===== src/rtl/turn_lights_pkg.sv =====
// turn_lights_pkg: mode encoding, lamp ordering and animation tables shared by the tail-light blocks
package turn_lights_pkg;
  typedef enum logic [1:0] {MODE_IDLE, MODE_HAZ, MODE_LEFT, MODE_RIGHT} mode_e;
  localparam int LEFT_INNER_BIT  = 0;
  localparam int RIGHT_INNER_BIT = 2;
  localparam logic [2:0] LEFT_SEQ  [0:3] = '{3'b000, 3'b001, 3'b011, 3'b111};
  localparam logic [2:0] RIGHT_SEQ [0:3] = '{3'b000, 3'b100, 3'b110, 3'b111};
  localparam logic [5:0] HAZ_ON = 6'b111111;
endpackage


===== src/rtl/turn_pattern_gen_if.sv =====
// turn_pattern_gen_if: select inputs from the controller and the lamp patterns fed back to it
interface turn_pattern_gen_if;
  logic       L, H, R;
  logic [2:0] left_out, right_out;
  logic [5:0] haz_out;
  logic       tick;
  modport master (output L, H, R, input left_out, right_out, haz_out, tick);
  modport slave  (input L, H, R, output left_out, right_out, haz_out, tick);
endinterface


===== src/rtl/tick_prescaler.sv =====
// tick_prescaler: divides clk down to the animation step rate, restartable via clr
module tick_prescaler #(
  parameter int PRESCALE = 12500000
) (
  input  logic clk,
  input  logic rst,
  input  logic clr,
  input  logic en,
  output logic tick,
  output logic step
);
  localparam int CNT_W = PRESCALE > 1 ? $clog2(PRESCALE) : 1;
  localparam logic [CNT_W-1:0] LAST = CNT_W'(PRESCALE - 1);
  logic [CNT_W-1:0] presc_q;
  logic             tick_q;
  // step is the combinational terminal count so the phase advances on the same edge tick rises
  assign step = en && !clr && presc_q == LAST;
  assign tick = tick_q;
  always_ff @(posedge clk or posedge rst) begin
    if (rst) begin
      presc_q <= '0;
      tick_q  <= 1'b0;
    end else if (clr || !en) begin
      presc_q <= '0;
      tick_q  <= 1'b0;
    end else begin
      presc_q <= step ? '0 : presc_q + CNT_W'(1);
      tick_q  <= step;
    end
  end
endmodule


===== src/rtl/turn_pattern_gen.sv =====
// turn_pattern_gen: priority-encodes the controller selects and animates the matching lamp pattern
module turn_pattern_gen #(
  parameter int PRESCALE = 12500000
) (
  input logic clk,
  input logic rst,
  turn_pattern_gen_if.slave bus
);
  import turn_lights_pkg::*;
  mode_e      mode_q, mode_d;
  logic [1:0] phase_q, phase_d;
  logic       chg, step;
  always_comb mode_d = bus.H ? MODE_HAZ : bus.L ? MODE_LEFT : bus.R ? MODE_RIGHT : MODE_IDLE;
  assign chg = mode_d != mode_q;
  // hazard only ever toggles phase bit0
  assign phase_d = chg ? 2'd0 : !step ? phase_q :
                   mode_q == MODE_HAZ ? {1'b0, ~phase_q[0]} : phase_q + 2'd1;
  always_ff @(posedge clk or posedge rst) begin
    if (rst) begin
      mode_q  <= MODE_IDLE;
      phase_q <= 2'd0;
    end else begin
      mode_q  <= mode_d;
      phase_q <= phase_d;
    end
  end
  tick_prescaler #(.PRESCALE(PRESCALE)) u_presc (
    .clk  (clk),
    .rst  (rst),
    .clr  (chg),
    .en   (mode_q != MODE_IDLE),
    .tick (bus.tick),
    .step (step)
  );
  assign bus.left_out  = mode_q == MODE_LEFT  ? LEFT_SEQ[phase_q]  : 3'b000;
  assign bus.right_out = mode_q == MODE_RIGHT ? RIGHT_SEQ[phase_q] : 3'b000;
  assign bus.haz_out   = mode_q == MODE_HAZ && phase_q[0] ? HAZ_ON : 6'b000000;
endmodule

===== src/flat_wrapper.sv =====
// flat-port wrapper written by rule: the top's interface ports become plain ports
module turn_pattern_gen_flat import turn_lights_pkg::*;
#(
  parameter int PRESCALE = 12500000
)
  (clk, rst, bus_L, bus_H, bus_R, bus_left_out, bus_right_out, bus_haz_out, bus_tick);
  turn_pattern_gen_if bus_i ();
  input logic clk;
  input logic rst;
  input wire logic [$bits(bus_i.L)-1:0] bus_L;
  input wire logic [$bits(bus_i.H)-1:0] bus_H;
  input wire logic [$bits(bus_i.R)-1:0] bus_R;
  output wire logic [$bits(bus_i.left_out)-1:0] bus_left_out;
  output wire logic [$bits(bus_i.right_out)-1:0] bus_right_out;
  output wire logic [$bits(bus_i.haz_out)-1:0] bus_haz_out;
  output wire logic [$bits(bus_i.tick)-1:0] bus_tick;
  assign bus_i.L = bus_L;
  assign bus_i.H = bus_H;
  assign bus_i.R = bus_R;
  assign bus_left_out = bus_i.left_out;
  assign bus_right_out = bus_i.right_out;
  assign bus_haz_out = bus_i.haz_out;
  assign bus_tick = bus_i.tick;
  turn_pattern_gen #(.PRESCALE(PRESCALE)) u_core (.clk(clk), .rst(rst), .bus(bus_i));
endmodule

===== config.mk =====
export PLATFORM = sky130hd
export DESIGN_NAME = turn_pattern_gen_flat
export DESIGN_NICKNAME = d
export VERILOG_FILES = /design/src/rtl/turn_lights_pkg.sv /design/src/rtl/turn_pattern_gen_if.sv /design/src/rtl/tick_prescaler.sv /design/src/rtl/turn_pattern_gen.sv /design/src/flat_wrapper.sv
export SDC_FILE = /design/constraint.sdc
export NUM_CORES = 1
export LEC_CHECK = 0
export CAP_MARGIN = 20
export CORE_MARGIN = 2
export CORE_UTILIZATION = 40
export DETAILED_ROUTE_END_ITERATION = 8
export SETUP_SLACK_MARGIN = 0.15
export SLEW_MARGIN = 40
export SYNTH_ARGS = -nofsm -noshare
export SYNTH_HDL_FRONTEND = slang
export SYNTH_SLANG_ARGS = --single-unit

===== constraint.sdc =====
create_clock -name clk -period 2.35 [get_ports clk]
set_input_delay 0.5875 -clock clk [delete_from_list [all_inputs] [get_ports clk]]
set_output_delay 0.5875 -clock clk [all_outputs]
set_load 0.005 [all_outputs]

==> flow_metrics.py, run 1 <==
metrics = {
    "status": {
        "outcome": "finished clean",
    },
    "clocking": {
        "cts_tree": "yes",
        "cts_sinks": 29,
        "htreeDepth": 2,
        "clock_latency_ns": 0.28,
        "clk_pin_slew_ns": 0.06,
        "cts_root_buf": "clkbuf_8",
        "cts_buffer_depth": 2,
        "cts_hold_buf": 0,
        "cts_buffers": 5,
    },
    "pwr": {
        "power_density_mw_per_mm2": 484,
        "p_total_mw": 0.986,
        "p_leak_nw": 0.815,
        "vdd_ir_drop_max_v": 0.000261,
    },
    "finish": {
        "fillCellCount": 381,
        "syn2layout_area_growth_pct": 17.6,
        "final_cell_mix": "dfrtp_1 (27), nor3_1 (16), clkdlybuf4s50_1 (15)",
        "diodes": 0,
        "utilization_pct": 49.9,
        "nNetsFinal": 197,
        "final_layout_size_suffix_gt1_share_pct": 14.3,
        "final_common_cell": "dfrtp_1",
    },
    "detailed_routing": {
        "wirelength_mm": 3.65,
        "num_vias": 1394,
        "via_per_inst": 5.83,
        "ant_nets": 0,
        "routedWlPerCell_um": 15.3,
        "first_iter_violations": 63,
        "drc": 0,
        "drt_pass1_iterations": 4,
    },
    "sta": {
        "slew_headroom_pct": 69.1,
        "skew_ns": 0.00756,
        "rsz0062_at_grt": "yes",
        "fmax_ghz": 0.466,
        "period_share_pct": 91.3,
        "fin_ws_ns": 0.205,
        "period_minus_slack_ns": 2.14,
        "finalHoldViolCount": 0,
        "tightest_slew_ns": 0.463,
        "setup_viol": 0,
        "tns_ns": 0,
        "slew_viol_final": 0,
    },
    "global_route": {
        "grt_first_pass_wirelength_mm": 6.53,
        "grt-ovfl-total": 0,
        "antenna_found_initial": 0,
        "grt_pass1_vias": 1440,
        "grt_max_degree": 30,
        "track_usage_pct": 16.5,
    },
    "yosys": {
        "synth.area.top_cells": "dfrtp_1 (42%), xor2_1 (6.6%), nor3_1 (4.6%)",
        "syn_nets": 182,
        "synth_top_area_share_pct": 41.9,
        "ys_seq_area_share_pct": 41.9,
        "syn_inst": 174,
        "synth_edf_count": 0,
        "synth_area_mm2": 0.00173,
        "synthArstFlopShare_pct": 100,
        "ys_warn_count": 0,
        "synth_seq_cells": 29,
        "yosys.area.top_type": "dfrtp_1",
        "synth_cell_types": 40,
        "syn_avg_cell_area_um2": 9.96,
        "synthFlopType": "dfrtp_1",
    },
    "critical_path": {
        "end_kind": "primary output",
        "cp.arrival_ns": 1.56,
        "ff2ff_path_depth": 4,
        "path_class": "reg2out",
        "start_kind": "flop",
        "cp.required_ns": 1.76,
        "path_max_fanout": 7,
    },
    "floorplanning": {
        "die_y_um": 69.8,
        "core_mm2": 0.00409,
        "fp.dieW_um": 69.8,
        "pin_count": 18,
        "start_util_pct": 42.4,
        "rows": 23,
        "die-area_mm2": 0.00487,
    },
    "place": {
        "post-place-ws_ns": 0.0361,
        "port_buffers": 17,
        "hpwl_mm": 2.49,
        "gp_congestion": 0.847,
    },
    "hold_path": {
        "hold_depth": 1,
        "hold_path_class": "reg2reg",
    },
    "run": {
        "maxCapViolCount": 0,
    },
}
[final timing paths]
kind / start / endpoint / slack [ns]
hold reg to reg: u_core.u_presc.presc_q[0] / u_core.u_presc.presc_q[0] / 0.51
min in group asynchronous: rst / u_core.phase_q[0] / 0.69
max in group asynchronous: rst / u_core.mode_q[0] / 1.38
setup reg to reg: u_core.u_presc.presc_q[5] / u_core.u_presc.presc_q[23] / 0.41
hold / removal: u_core.u_presc.presc_q[0] / u_core.u_presc.presc_q[0] / 0.51
setup / recovery: u_core.mode_q[1] / bus_haz_out[3] / 0.21
[cell families (layout without fill, tap and decap cells)]
kind of cell | count (synthesis) | in the layout | synth area share [%]
muxes | 2 | 2 | 1.16
and+or+nand+nor | 80 | 80 | 29.3
xor gates and xnor gates | 14 | 14 | 7.08
AOI/OAI and AO/OA | 26 | 26 | 11.5
buffers and inverters | 20 | 35 | 6.93
DFF | 29 | 29 | 41.9
adders and majority gates | 3 | 3 | 2.17
[flip-flops by register name, summed over array words and instances, names as in the netlist]
register,flops
u_core.mode_q,2
u_core.u_presc.tick,1
u_core.phase_q,2
u_core.u_presc.presc_q,24
[stage by stage]
step | hold WS (ns) | cell area, um2 | std cells
after floorplan | 0.459 | 1730 | 174
after detailed placement | 0.504 | 1910 | 231
after global routing | 0.531 | 2040 | 239
after CTS | 0.512 | 2020 | 238
final | 0.513 | 2040 | 239
after global placement | 0.485 | 1910 | 231
[report_power, final]
| part | leakage [nW] | internal, mW | switching, mW | total, mW |
|---|---|---|---|---|
| Combinational | 0.373 | 0.0278 | 0.0393 | 0.0671 |
| Clock | 0.0443 | 0.232 | 0.175 | 0.406 |
| Sequential | 0.398 | 0.505 | 0.00771 | 0.512 |
[synth_stat cells, types with 3 or more instances]
cell and number:
or3_1 3, nor2_1 3, and4_1 5, nand2_1 7, inv_1 5, o21ai_0 4
buf_2 6, dfrtp_1 29, a211oi_1 8, and2_1 6, nor2b_1 5, nor3_1 16
nand4_1 9, nand3_1 7, o31ai_1 6, or4_1 5, buf_4 8, o211ai_1 3
xor2_1 13, ha_1 3
[final cells by class]
class | instances | area (um2) | area share (%)
Timing Repair Buffer | 23 | 233 | 11.4
Inverter | 5 | 18.8 | 0.921
Sequential cell | 29 | 728 | 35.7
Tap cell | 50 | 62.6 | 3.07
Multi-Input combinational cell | 125 | 910 | 44.6
Clock buffer | 7 | 86.3 | 4.24
[metal layers]
layer  GRT usage, %  part of all wire, %
met1           19.0                   45
met2           28.8                   50
met3           4.80                  3.9
met4           5.98                  1.1
met5              0                    0
[repair_timing]
item / in CTS / in global routing
pin swaps: 1 / 2
gates resized for setup: 6 / 4
endpoints found under the setup margin: 9 / 10
setup buffers: 0 / 1
[critical path, stage by stage, from the launching register on]
cell and delay [ns]:
dfrtp_2 0.45, nand2b_4 0.17, nor2_4 0.14, clkdlybuf4s50_1 0.52
Note: power is estimated with default switching activity, not from simulation.
==> inputs of run 2 (changes only) <==
Settings changed: CELL_PAD_IN_SITES_DETAIL_PLACEMENT set to 1, CELL_PAD_IN_SITES_GLOBAL_PLACEMENT set to 1, PLACE_DENSITY_LB_ADDON set to 0.1, SKIP_LAST_GASP set to 1.
==> run 2 against run 1 <==
- cell area grew 2.1%
- combinational power is 2% higher
- total power is 15% higher
- clock power up 36%
- via count is 2.8% higher
- critical endpoint is now bus_haz_out[2]
==> flow_metrics.py, run 2 (synthesized netlist as in run 1, its figures left out) <==
metrics = {
    "status": {
        "outcome": "finished clean",
    },
    "sta": {
        "tightest_slew_ns": 0.453,
        "slew_viol_final": 0,
        "tns_ns": 0,
        "period_minus_slack_ns": 2.14,
        "period_share_pct": 91.2,
        "skew_ns": 0.00824,
        "slew_headroom_pct": 69.7,
        "setup_viol": 0,
        "rsz0062_at_grt": "no",
        "fmax_ghz": 0.466,
        "finalHoldViolCount": 0,
    },
    "clocking": {
        "cts_sinks": 29,
        "cts_tree": "yes",
        "cts_root_buf": "clkbuf_8",
        "htreeDepth": 2,
        "cts_buffer_depth": 2,
        "cts_hold_buf": 0,
        "clock_latency_ns": 0.29,
        "clk_pin_slew_ns": 0.07,
        "cts_buffers": 5,
    },
    "global_route": {
        "grt_max_degree": 30,
        "grt_pass1_vias": 1520,
        "grt_first_pass_wirelength_mm": 7.54,
        "antenna_found_initial": 0,
        "grt-ovfl-total": 0,
        "track_usage_pct": 19.7,
    },
    "critical_path": {
        "start_kind": "flop",
        "end_kind": "primary output",
        "cp.required_ns": 1.76,
        "ff2ff_path_depth": 5,
        "path_class": "reg2out",
        "cp.arrival_ns": 1.56,
        "path_max_fanout": 6,
    },
    "detailed_routing": {
        "drt_pass1_iterations": 4,
        "routedWlPerCell_um": 18.3,
        "via_per_inst": 5.92,
        "met1_length_mm": 1.99,
        "wirelength_mm": 4.43,
        "met3RoutedLength_um": 181,
        "drc": 0,
        "first_iter_violations": 58,
        "top_layer_used": "met4",
        "dr_wl_met2_mm": 2.17,
        "num_vias": 1433,
        "ant_nets": 0,
    },
    "finish": {
        "nNetsFinal": 199,
        "final_common_cell": "dfrtp_1",
        "ff_latch_area_um2": 728,
        "largest_register": "u_core.u_presc.presc_q",
        "diodes": 0,
        "fillCellCount": 460,
        "largest_reg_flops": 24,
        "reg_top3": "u_core.u_presc.presc_q x24, u_core.mode_q x2, u_core.phase_q x2",
        "syn2layout_area_growth_pct": 20.1,
        "multi_input_area_um2": 911,
        "final_layout_size_suffix_gt1_share_pct": 16.7,
        "instances_no_fill": 242,
        "final_cell_mix": "dfrtp_1 (27), nor3_1 (16), xor2_1 (13), clkdlybuf4s50_1 (13), nand4_1 (9)",
    },
    "floorplanning": {
        "rows": 23,
        "die_y_um": 69.8,
        "pin_count": 18,
        "core_mm2": 0.00409,
        "start_util_pct": 42.4,
        "die-area_mm2": 0.00487,
        "fp.dieW_um": 69.8,
    },
    "place": {
        "dp.cells": 232,
        "gp_congestion": 0.785,
        "hpwl_mm": 3.07,
        "port_buffers": 17,
    },
    "run": {
        "maxCapViolCount": 0,
    },
    "pwr": {
        "p_leak_nw": 0.834,
        "power_density_mw_per_mm2": 545,
        "vdd_ir_drop_max_v": 0.000372,
    },
    "hold_path": {
        "hold_path_class": "reg2reg",
        "hold_depth": 1,
    },
}
-- run 2: worst max-delay path, stage by stage, from the launching register on --
cell             delay, ns
dfrtp_2               0.44
nand2b_4              0.16
nor2_4                0.13
clkdlybuf4s50_1       0.53
-- run 2: final cells by class --
| type | count | area share [%] |
|---|---|---|
| clock inverter | 2 | 1.80 |
| sequential | 29 | 35.0 |
| timing repair buffer | 25 | 11.6 |
| tap | 50 | 3.00 |
| clock buffer | 6 | 3.97 |
| multi-input combinational | 125 | 43.7 |
| inverter | 5 | 0.901 |
-- run 2: final timing paths --
check,startpoint,end,slack (ns)
max,u_core.mode_q[1],bus_haz_out[2],0.21
min,u_core.u_presc.presc_q[0],u_core.u_presc.presc_q[0],0.50
max in group asynchronous,rst,u_core.mode_q[1],1.37
min reg2reg,u_core.u_presc.presc_q[0],u_core.u_presc.presc_q[0],0.50
min in group asynchronous,rst,u_core.u_presc.presc_q[20],0.67
max reg2reg,u_core.u_presc.presc_q[0],u_core.phase_q[1],0.38
-- run 2: per-layer routing --
layer	GRT usage, %	vias to the layer above
li1	-	676
met2	32.2	33
met3	4.51	9
met1	25.0	715
met4	8.33	0
met5	0	-
-- run 2: timing repair --
item,in CTS,in global routing
endpoints found under the setup margin,10,10
resized for setup,9,4
pin swaps,0,0
setup buffers,0,2
-- run 2: through the flow --
step                      util [%]  cell area, um2  hold WS [ns]  total power [mW]  setup WS [ns]
after floorplan                  -            1730         0.459             0.556          0.646
after global placement        47.0            1920         0.487             0.581          0.152
after detailed placement      47.0            1920         0.493             0.584         0.0416
after CTS                     50.3            2060         0.503              1.14          0.160
after global routing          50.9            2080         0.530              1.18          0.143
final                         50.9            2080         0.499              1.13          0.206
-- run 2: power by group --
part,switching [mW],internal (mW)
Sequential,0.00762,0.504
Combinational,0.0399,0.0286
Clock,0.209,0.345
==> inputs of run 3 (changes only) <==
Settings changed: CTS_CLUSTER_SIZE set to 12, REMOVE_ABC_BUFFERS set to 1.
==> run 3 against run 2 <==
- utilization shrank 0.64 points
- global-route usage shrank 0.60 points
- die area is the same
- register-to-register slack lost 0.08 ns
- final cell count is the same
- flip-flop and latch count is the same
- sequential power is essentially flat
- hold slack gained 0.0051 ns
- maximum frequency grew 0.12%
- clock skew shrank 0.0048 ns
- critical path depth is the same
- clock power shrank 28%
- critical path type unchanged
- largest cell class unchanged
- largest power group is now sequential cells
==> flow_metrics.py, run 3 (synthesized netlist as in run 1, its figures left out) <==
metrics = {
    "status": {
        "outcome": "finished clean",
    },
    "detailed_routing": {
        "ant_nets": 0,
        "first_iter_violations": 60,
        "drc": 0,
        "wirelength_mm": 4.24,
        "via_per_inst": 5.88,
        "num_vias": 1423,
        "drt_pass1_iterations": 4,
        "routedWlPerCell_um": 17.5,
    },
    "critical_path": {
        "critPathMaxStageDelay_ns": 0.50,
        "crit_chain": "nor2b_4 > and2_1 > clkdlybuf4s50_1",
        "ff2ff_path_depth": 5,
        "path_max_fanout": 7,
        "crit_start": "u_core.mode_q[1]",
        "end_kind": "primary output",
        "cp.arrival_ns": 1.55,
        "cp.required_ns": 1.76,
        "slowest_stage": "clkdlybuf4s50_1",
        "timing.rr.start": "u_core.u_presc.presc_q[0]",
        "path_class": "reg2out",
        "r2r_slack_ns": 0.30,
        "start_kind": "flop",
        "critical_path.reg2reg.endpoint": "u_core.u_presc.presc_q[18]",
    },
    "global_route": {
        "grt_max_degree": 30,
        "track_usage_pct": 19.1,
        "grt_first_pass_wirelength_mm": 7.49,
        "antenna_found_initial": 0,
        "grt_pass1_vias": 1511,
        "grt-ovfl-total": 0,
    },
    "clocking": {
        "cts_buffer_depth": 2,
        "htreeDepth": 2,
        "cts_buffers": 5,
        "cts_root_buf": "clkbuf_8",
        "cts_tree": "yes",
        "cts_sinks": 29,
        "clk_pin_slew_ns": 0.06,
        "clock_latency_ns": 0.28,
    },
    "sta": {
        "skew_ns": 0.00349,
        "slew_viol_final": 0,
        "tightest_slew_ns": 0.451,
        "rsz0062_at_grt": "yes",
        "whs_ns": 0.504,
        "period_share_pct": 91.1,
        "period_minus_slack_ns": 2.14,
        "finalHoldViolCount": 0,
        "fmax_ghz": 0.467,
        "slew_headroom_pct": 69.9,
        "setup_viol": 0,
        "tns_ns": 0,
    },
    "finish": {
        "instances_no_fill": 242,
        "final_layout_size_suffix_gt1_share_pct": 15.6,
        "final_common_cell": "dfrtp_1",
        "reg_top3": "u_core.u_presc.presc_q x24, u_core.mode_q x2, u_core.phase_q x2",
        "nNetsFinal": 199,
        "final_cell_mix": "dfrtp_1 (27), nor3_1 (16), xor2_1 (13)",
        "syn2layout_area_growth_pct": 18.6,
        "diodes": 0,
        "largest_reg_flops": 24,
        "largest_register": "u_core.u_presc.presc_q",
    },
    "hold_path": {
        "worstHoldStart": "u_core.u_presc.presc_q[0]",
        "hold_depth": 1,
        "hold_path_class": "reg2reg",
        "hold_path_end": "u_core.u_presc.presc_q[0]",
    },
    "floorplanning": {
        "die_y_um": 69.8,
        "fp.dieW_um": 69.8,
        "start_util_pct": 42.4,
        "rows": 23,
        "die-area_mm2": 0.00487,
        "pin_count": 18,
        "core_mm2": 0.00409,
    },
    "pwr": {
        "power_density_mw_per_mm2": 477,
        "vdd_ir_drop_max_v": 0.000292,
        "p_leak_nw": 0.886,
        "p_total_mw": 0.981,
    },
    "run": {
        "maxCapViolCount": 0,
    },
    "place": {
        "dp.cells": 231,
        "port_buffers": 17,
        "hpwl_mm": 2.89,
        "gp_congestion": 0.737,
    },
}
[run 3: what timing repair did]
item | CTS | global route
setup buffers | 0 | 3
hold buffers | 0 | 0
setup endpoints to repair | 9 | 10
resized for setup | 8 | 6
[run 3: critical path: cells and delay by family, from the launching register on]
kind / cells / cell delay (ns)
DFF: 1 / 0.43
and+or+nand+nor: 2 / 0.35
buffers and inverters: 1 / 0.50
[run 3: per-stage QoR]
| step | util (%) | setup slack, ns | instance area (um2) |
|---|---|---|---|
| 4_1_cts | 49.3 | 0.152 | 2020 |
| 2_1_floorplan | - | 0.276 | 1630 |
| 3_5_place_dp | 46.8 | 0.0276 | 1910 |
| 6_report | 50.3 | 0.209 | 2060 |
| 5_1_grt | 50.3 | 0.130 | 2060 |
| 3_3_place_gp | 46.8 | 0.0773 | 1910 |
[run 3: routing by layer]
layer  up-vias  global-route usage [%]  routed length, um
met5         -                       0                  0
li1        679                       -                  -
met4         0                    7.05                 74
met1       716                    24.2               1990
met2        22                    31.6               2040
met3         6                    4.51                127
[run 3: layout make-up]
cell class | count | area, um2
fill | 456 | 2030
multi-input combinational | 125 | 910
sequential | 29 | 728
timing repair buffer | 25 | 254
clock buffer | 6 | 72.6
tap | 50 | 62.6
inverter | 5 | 18.8
clock inverter | 2 | 10.0
[run 3: how the worst max path moves through the flow]
stage / cells past startpoint / endpoint
after floorplan: 5 / u_core.u_presc.presc_q[10]
after global placement: 5 / u_core.phase_q[1]
after detailed placement: 5 / u_core.phase_q[0]
after CTS: 3 / bus_left_out[1]
after global routing: 3 / bus_left_out[1]
final: 3 / bus_left_out[1]
[run 3: power by group]
| part | switching, mW | internal [mW] | leakage, nW | total [mW] |
|---|---|---|---|---|
| clock network | 0.194 | 0.205 | 0.0450 | 0.399 |
| logic | 0.0403 | 0.0302 | 0.444 | 0.0705 |
| registers | 0.00728 | 0.504 | 0.398 | 0.512 |
